## src/rtl/prbs_config_sequencer.sv

```systemverilog
// prbs_config_sequencer
// Holds shadow copies of the PRBS generator configuration and applies them
// atomically: the generator is muted, given time to drain, loaded with all
// fields in one cycle, re-enabled, and then watched until it reports valid
// output (or a timeout expires).
module prbs_config_sequencer #(
    parameter int DRAIN_CYCLES   = 16,
    parameter int TIMEOUT_CYCLES = 1024,
    parameter int PN_COUNT       = 8
) (
    input  logic        dac_clk,
    input  logic        reset,
    input  logic        cfg_wr_en,
    input  logic [2:0]  cfg_addr,
    input  logic [31:0] cfg_wdata,
    input  logic        commit_req,
    input  logic        prbs_valid,
    output logic        prbs_mode_select,
    output logic [4:0]  prbs_pn_select_reg,
    output logic [31:0] prbs_bit_rate_config_reg,
    output logic [7:0]  prbs_edge_time_config_reg,
    output logic [15:0] prbs_amplitude_config_reg,
    output logic [15:0] prbs_dc_offset_config_reg,
    output logic        busy,
    output logic        commit_done,
    output logic        cfg_err,
    output logic        timeout_err
);

    localparam int              TW           = (TIMEOUT_CYCLES > 1) ? $clog2(TIMEOUT_CYCLES) : 1;
    localparam logic [7:0]      DRAIN_LAST   = 8'(DRAIN_CYCLES - 1);
    localparam logic [TW-1:0]   TIMEOUT_LAST = TW'(TIMEOUT_CYCLES - 1);
    localparam logic [31:0]     PN_LIMIT     = 32'(PN_COUNT);

    typedef enum logic [2:0] {
        IDLE       = 3'd0,
        MUTE       = 3'd1,
        DRAIN      = 3'd2,
        LOAD       = 3'd3,
        ENABLE     = 3'd4,
        WAIT_VALID = 3'd5
    } state_t;

    state_t         state_r;
    state_t         state_n;

    // Shadow copies written by the host; only LOAD moves them to the outputs.
    logic [4:0]     sh_pn_r;
    logic [31:0]    sh_rate_r;
    logic [7:0]     sh_edge_r;
    logic [15:0]    sh_amp_r;
    logic [15:0]    sh_dc_r;
    logic           sh_en_r;

    logic           pending_r;
    logic [7:0]     drain_cnt_r;
    logic [TW-1:0]  tmo_cnt_r;

    logic           pending_n;
    logic [7:0]     drain_cnt_n;
    logic [TW-1:0]  tmo_cnt_n;
    logic           mode_n;
    logic           load_s;
    logic           done_n;
    logic           terr_n;
    logic           busy_n;

    // Shadow register writes and illegal-write flagging (accepted in any state).
    always_ff @(posedge dac_clk or posedge reset) begin
        if (reset) begin
            sh_pn_r   <= 5'd0;
            sh_rate_r <= 32'd0;
            sh_edge_r <= 8'd0;
            sh_amp_r  <= 16'd0;
            sh_dc_r   <= 16'd0;
            sh_en_r   <= 1'b0;
            cfg_err   <= 1'b0;
        end else begin
            cfg_err <= 1'b0;
            if (cfg_wr_en) begin
                case (cfg_addr)
                    3'd0: begin
                        // The full 32-bit value is range-checked so that large
                        // values cannot alias onto a legal PN after truncation.
                        if (cfg_wdata < PN_LIMIT) begin
                            sh_pn_r <= cfg_wdata[4:0];
                        end else begin
                            cfg_err <= 1'b1;
                        end
                    end
                    3'd1:    sh_rate_r <= cfg_wdata;
                    3'd2:    sh_edge_r <= cfg_wdata[7:0];
                    3'd3:    sh_amp_r  <= cfg_wdata[15:0];
                    3'd4:    sh_dc_r   <= cfg_wdata[15:0];
                    3'd5:    sh_en_r   <= cfg_wdata[0];
                    default: cfg_err   <= 1'b1;
                endcase
            end else begin
                cfg_err <= 1'b0;
            end
        end
    end

    // Commit sequencer state register.
    always_ff @(posedge dac_clk or posedge reset) begin
        if (reset) begin
            state_r <= IDLE;
        end else begin
            state_r <= state_n;
        end
    end

    // Next-state decision for the commit sequence.
    always_comb begin
        state_n = state_r;
        case (state_r)
            IDLE: begin
                if (commit_req || pending_r) state_n = MUTE;
                else                         state_n = IDLE;
            end
            MUTE: state_n = DRAIN;
            DRAIN: begin
                if (drain_cnt_r == DRAIN_LAST) state_n = LOAD;
                else                           state_n = DRAIN;
            end
            LOAD: state_n = ENABLE;
            ENABLE: begin
                if (sh_en_r) state_n = WAIT_VALID;
                else         state_n = IDLE;
            end
            WAIT_VALID: begin
                if (prbs_valid)                    state_n = IDLE;
                else if (tmo_cnt_r == TIMEOUT_LAST) state_n = IDLE;
                else                               state_n = WAIT_VALID;
            end
            default: state_n = IDLE;
        endcase
    end

    // Next values of counters, pending flag and registered status outputs.
    always_comb begin
        mode_n      = prbs_mode_select;
        drain_cnt_n = drain_cnt_r;
        tmo_cnt_n   = tmo_cnt_r;
        load_s      = 1'b0;
        done_n      = 1'b0;
        terr_n      = timeout_err;

        // Requests arriving while a sequence runs collapse into one rerun.
        if (state_r == IDLE)  pending_n = 1'b0;
        else if (commit_req)  pending_n = 1'b1;
        else                  pending_n = pending_r;

        case (state_r)
            IDLE: begin
                mode_n = prbs_mode_select;
            end
            MUTE: begin
                mode_n      = 1'b0;
                drain_cnt_n = 8'd0;
            end
            DRAIN: begin
                if (drain_cnt_r != DRAIN_LAST) drain_cnt_n = drain_cnt_r + 8'd1;
                else                           drain_cnt_n = drain_cnt_r;
            end
            LOAD: begin
                load_s = 1'b1;
            end
            ENABLE: begin
                if (sh_en_r) begin
                    mode_n    = 1'b1;
                    tmo_cnt_n = {TW{1'b0}};
                end else begin
                    // Disabled config: load is complete, generator stays muted.
                    done_n = 1'b1;
                    terr_n = 1'b0;
                end
            end
            WAIT_VALID: begin
                // prbs_valid is checked first so it wins over a same-cycle timeout.
                if (prbs_valid) begin
                    done_n = 1'b1;
                    terr_n = 1'b0;
                end else if (tmo_cnt_r == TIMEOUT_LAST) begin
                    mode_n = 1'b0;
                    terr_n = 1'b1;
                end else begin
                    tmo_cnt_n = tmo_cnt_r + TW'(1);
                end
            end
            default: begin
                mode_n = 1'b0;
            end
        endcase

        // Busy also covers the single IDLE cycle spent before a pending rerun.
        busy_n = (state_n != IDLE) || pending_n;
    end

    // Registered outputs, counters and the atomic config load.
    always_ff @(posedge dac_clk or posedge reset) begin
        if (reset) begin
            pending_r                 <= 1'b0;
            drain_cnt_r               <= 8'd0;
            tmo_cnt_r                 <= {TW{1'b0}};
            prbs_mode_select          <= 1'b0;
            prbs_pn_select_reg        <= 5'd0;
            prbs_bit_rate_config_reg  <= 32'd0;
            prbs_edge_time_config_reg <= 8'd0;
            prbs_amplitude_config_reg <= 16'd0;
            prbs_dc_offset_config_reg <= 16'd0;
            busy                      <= 1'b0;
            commit_done               <= 1'b0;
            timeout_err               <= 1'b0;
        end else begin
            pending_r        <= pending_n;
            drain_cnt_r      <= drain_cnt_n;
            tmo_cnt_r        <= tmo_cnt_n;
            prbs_mode_select <= mode_n;
            busy             <= busy_n;
            commit_done      <= done_n;
            timeout_err      <= terr_n;
            if (load_s) begin
                prbs_pn_select_reg        <= sh_pn_r;
                prbs_bit_rate_config_reg  <= sh_rate_r;
                prbs_edge_time_config_reg <= sh_edge_r;
                prbs_amplitude_config_reg <= sh_amp_r;
                prbs_dc_offset_config_reg <= sh_dc_r;
            end else begin
                prbs_pn_select_reg        <= prbs_pn_select_reg;
                prbs_bit_rate_config_reg  <= prbs_bit_rate_config_reg;
                prbs_edge_time_config_reg <= prbs_edge_time_config_reg;
                prbs_amplitude_config_reg <= prbs_amplitude_config_reg;
                prbs_dc_offset_config_reg <= prbs_dc_offset_config_reg;
            end
        end
    end

endmodule

```

## config.mk

```make
export PLATFORM = sky130hd
export DESIGN_NAME = prbs_config_sequencer
export DESIGN_NICKNAME = d
export VERILOG_FILES = /design/src/rtl/prbs_config_sequencer.sv
export SDC_FILE = /design/constraint.sdc
export NUM_CORES = 1
export LEC_CHECK = 0
export CORE_MARGIN = 1.5
export CORE_UTILIZATION = 30
export CTS_CLUSTER_DIAMETER = 30
export DETAILED_ROUTE_END_ITERATION = 16
export GPL_ROUTABILITY_DRIVEN = 0
export GPL_TIMING_DRIVEN = 0
export PLACE_DENSITY_LB_ADDON = 0.2
export SLEW_MARGIN = 10
export SYNTH_ARGS = -nofsm -noshare
export SYNTH_HDL_FRONTEND = slang
export SYNTH_SLANG_ARGS = --single-unit
export TNS_END_PERCENT = 1
```

## constraint.sdc

```tcl
create_clock -name dac_clk -period 6.24 [get_ports dac_clk]
set_input_delay 0.936 -clock dac_clk [delete_from_list [all_inputs] [get_ports dac_clk]]
set_output_delay 0.936 -clock dac_clk [all_outputs]
set_load 0.005 [all_outputs]
```

==> impl_metrics.py <==
metrics = {
    "run_status": {
        "status": "complete, no violations",
    },
    "layout": {
        "drive_above_1_share": 0.3241,
        "layout_commonest_cell": "dfrtp_1",
        "stdcell_area_um2": 9489,
        "fin_nets": 678,
        "area_growth_pct": 30.18,
        "mostFrequentLayoutCells": "dfrtp_1, mux2_2, clkdlybuf4s50_1",
        "final_core_util": 0.4007,
        "nFillCells": 2264,
        "antenna_cells": 0,
    },
    "worst_setup_path": {
        "arrival_ns": 3.16,
        "cp_max_fo": 5,
        "start_kind": "primary input",
        "cp.required_ns": 6.55,
        "rr_worst_depth": 5,
        "reg2reg_slack_ns": 4.13,
        "crit_type": "in2reg",
        "r2r_start": "state_r[1]",
        "crit_path_max_incr_delay_ns": 0.58,
        "worstPathCellList": "clkdlybuf4s50_1, nor4_1, nand4_1, nor3_2, mux2_2",
        "end_kind": "flip-flop",
        "critPathLaunch": "cfg_wdata[10]",
        "cpMaxStageDelayCell": "nor3_2",
    },
    "pwr": {
        "switching_share": 0.2802,
        "pwr-share-comb": 0.317,
        "pwr-share-clk": 0.248,
        "vdd_ir_drop_max_mv": 0.1821,
        "powerDensity_nw_per_um2": 433.3,
        "switchingPower_mw": 1.152,
        "intPower_mw": 2.960,
        "total_leakage_power_nw": 4.029,
        "seqPwrFrac": 0.435,
        "finalPower_mw": 4.112,
    },
    "sta": {
        "skew_ns": 0.009704,
        "slew_viol_final": 0,
        "setup_viol": 0,
        "setup_slack_ns": 3.391,
        "slew_headroom": 0.5404,
        "rsz0062_at_grt": "false",
        "setup_tns_ns": 0,
        "fmax_mhz": 350.9,
        "min_period_ns": 2.849,
        "period_share": 0.4566,
        "hold_violations": 0,
        "worst_pin_slew_ns": 0.6837,
    },
    "detailed_routing": {
        "wl_per_cell_um": 17.58,
        "viasPerCell": 4.684,
        "ant_nets": 0,
        "drt_pre_antenna_iters": 4,
        "drtIter0Drc": 174,
        "vias": 4529,
        "top_layer": "met4",
        "dr_wl_met3_um": 934,
        "wirelength_mm": 17.00,
        "drc_errors": 0,
        "drt-met1-wl_mm": 7.639,
        "wl_met2_mm": 8.146,
    },
    "logic_synthesis": {
        "ys.flop_type": "dfrtp_1",
        "syn_avg_cell_area_um2": 14.73,
        "synth_edf_count": 0,
        "synth_top_area_cell": "dfrtp_1",
        "synthArstFlopShare": 1.000,
        "synthTopCellsByArea": "dfrtp_1, mux2_2, buf_2",
        "synth_area_um2": 7289,
        "synthCells": 495,
        "ys_seq_elements": 182,
        "ys_warn_count": 0,
        "synthesis.nets": 537,
        "ys_seq_area_frac": 0.6248,
        "ys_types": 49,
        "yosys.area.top_type_share": 0.6248,
    },
    "clock_tree": {
        "numCtsBuffers": 17,
        "hold_buffers": 0,
        "cts_sinks": 182,
        "cts_resized": 0,
        "clk_latency_ns": 0.43,
        "htreeDepth": 4,
        "clockBufferDepth": 2,
        "cts.clk_slew.worst_paths_ns": 0.06,
        "tritoncts": "yes",
        "cts_root_buf": "clkbuf_16",
        "post-cts-setup-buffer-count": 0,
    },
    "min_path": {
        "hold_path_class": "reg2reg",
        "whs_path_depth": 1,
        "hp-start": "sh_amp_r[2]",
    },
    "grt": {
        "grt_max_degree": 108,
        "antenna_found_initial": 0,
        "track_usage": 0.1410,
        "grt_pass1_wl_mm": 27.41,
        "overflow": 0,
        "grt_pass1_vias": 4915,
    },
    "floorplan": {
        "die-area_um2": 25240,
        "coreArea_um2": 23680,
        "initial_core_util": 0.3078,
        "row_count": 56,
        "io_pins": 122,
        "die_w_um": 158.9,
        "die_y_um": 158.9,
    },
    "job": {
        "drv_cap": 0,
    },
    "placement": {
        "hpwlAfterDp_mm": 11.89,
        "placed_area_um2": 8935,
        "portBuffers": 121,
        "place_ws_ns": 2.915,
    },
}
[metal layers]
| metal | vias to the layer above | global-route usage |
|---|---|---|
| met2 | 96 | 0.2287 |
| met5 | - | 0 |
| li1 | 2058 | - |
| met4 | 0 | 0.04331 |
| met1 | 2359 | 0.1766 |
| met3 | 16 | 0.04911 |
[power by group through the flow]
stage / combinational (mW) / clock (mW) / sequential, mW
2_1_floorplan: 0.624 / 0 / 1.78
6_report: 1.30 / 1.02 / 1.79
3_3_place_gp: 1.30 / 0 / 1.79
4_1_cts: 1.34 / 1.06 / 1.79
5_1_grt: 1.41 / 1.11 / 1.84
3_5_place_dp: 1.33 / 0 / 1.81
[synthesized netlist by cell type, drive strengths merged (2+ instances only)]
cell,n
nor2,18
o31ai,2
nor2b,5
nor3b,2
a21oi,8
or3,3
nand4,7
and2,3
clkbuf,3
a21boi,2
a211oi,3
mux2,154
inv,3
o21ai,8
nand3,5
nor4,7
and4,3
nand2b,7
mux2i,3
nand2,13
xnor2,5
buf,17
ha,2
o211ai,3
nor3,6
and3,5
dfrtp,182
a31oi,2
[cell families after synthesis]
kind of cell	share of synthesized area
AOI/OAI and AO/OA	0.03416
and+or+nand+nor	0.07347
muxes	0.2420
buffers and inverters	0.01613
adders and majority gates	0.003432
DFF	0.6248
xor gates and xnor gates	0.006007
[worst paths after layout]
kind                                                end
max                                          sh_pn_r[0]
min                        prbs_amplitude_config_reg[2]
max reg2reg                prbs_dc_offset_config_reg[6]
min reg2reg                prbs_amplitude_config_reg[2]
max in group asynchronous  prbs_amplitude_config_reg[2]
min in group asynchronous  prbs_bit_rate_config_reg[24]
[worst max-delay path, delay by kind of cell]
| family | cells | cell delay [ns] |
|---|---|---|
| and+or+nand+nor | 3 | 1.30 |
| buffers and inverters | 1 | 0.50 |
| muxes | 1 | 0.40 |
[final cells by class]
type                       instances  area [um^2]  area share
buffer                            20        106.4     0.01121
clock buffer                      19        432.9     0.04562
clock inverter                    12        121.4     0.01279
inverter                           3        18.77    0.001978
multi-input combinational        290         2618      0.2758
sequential                       182         4554      0.4800
tap                              319        399.1     0.04206
timing repair buffer             122         1239      0.1305
[stage by stage]
stage          hold WS (ns)  instances
2_1_floorplan        0.4522        495
4_1_cts              0.4858        967
5_1_grt              0.4997        967
6_report             0.4865        967
3_3_place_gp         0.4621        935
3_5_place_dp         0.4703        936
(Power assumes the default switching activity.)
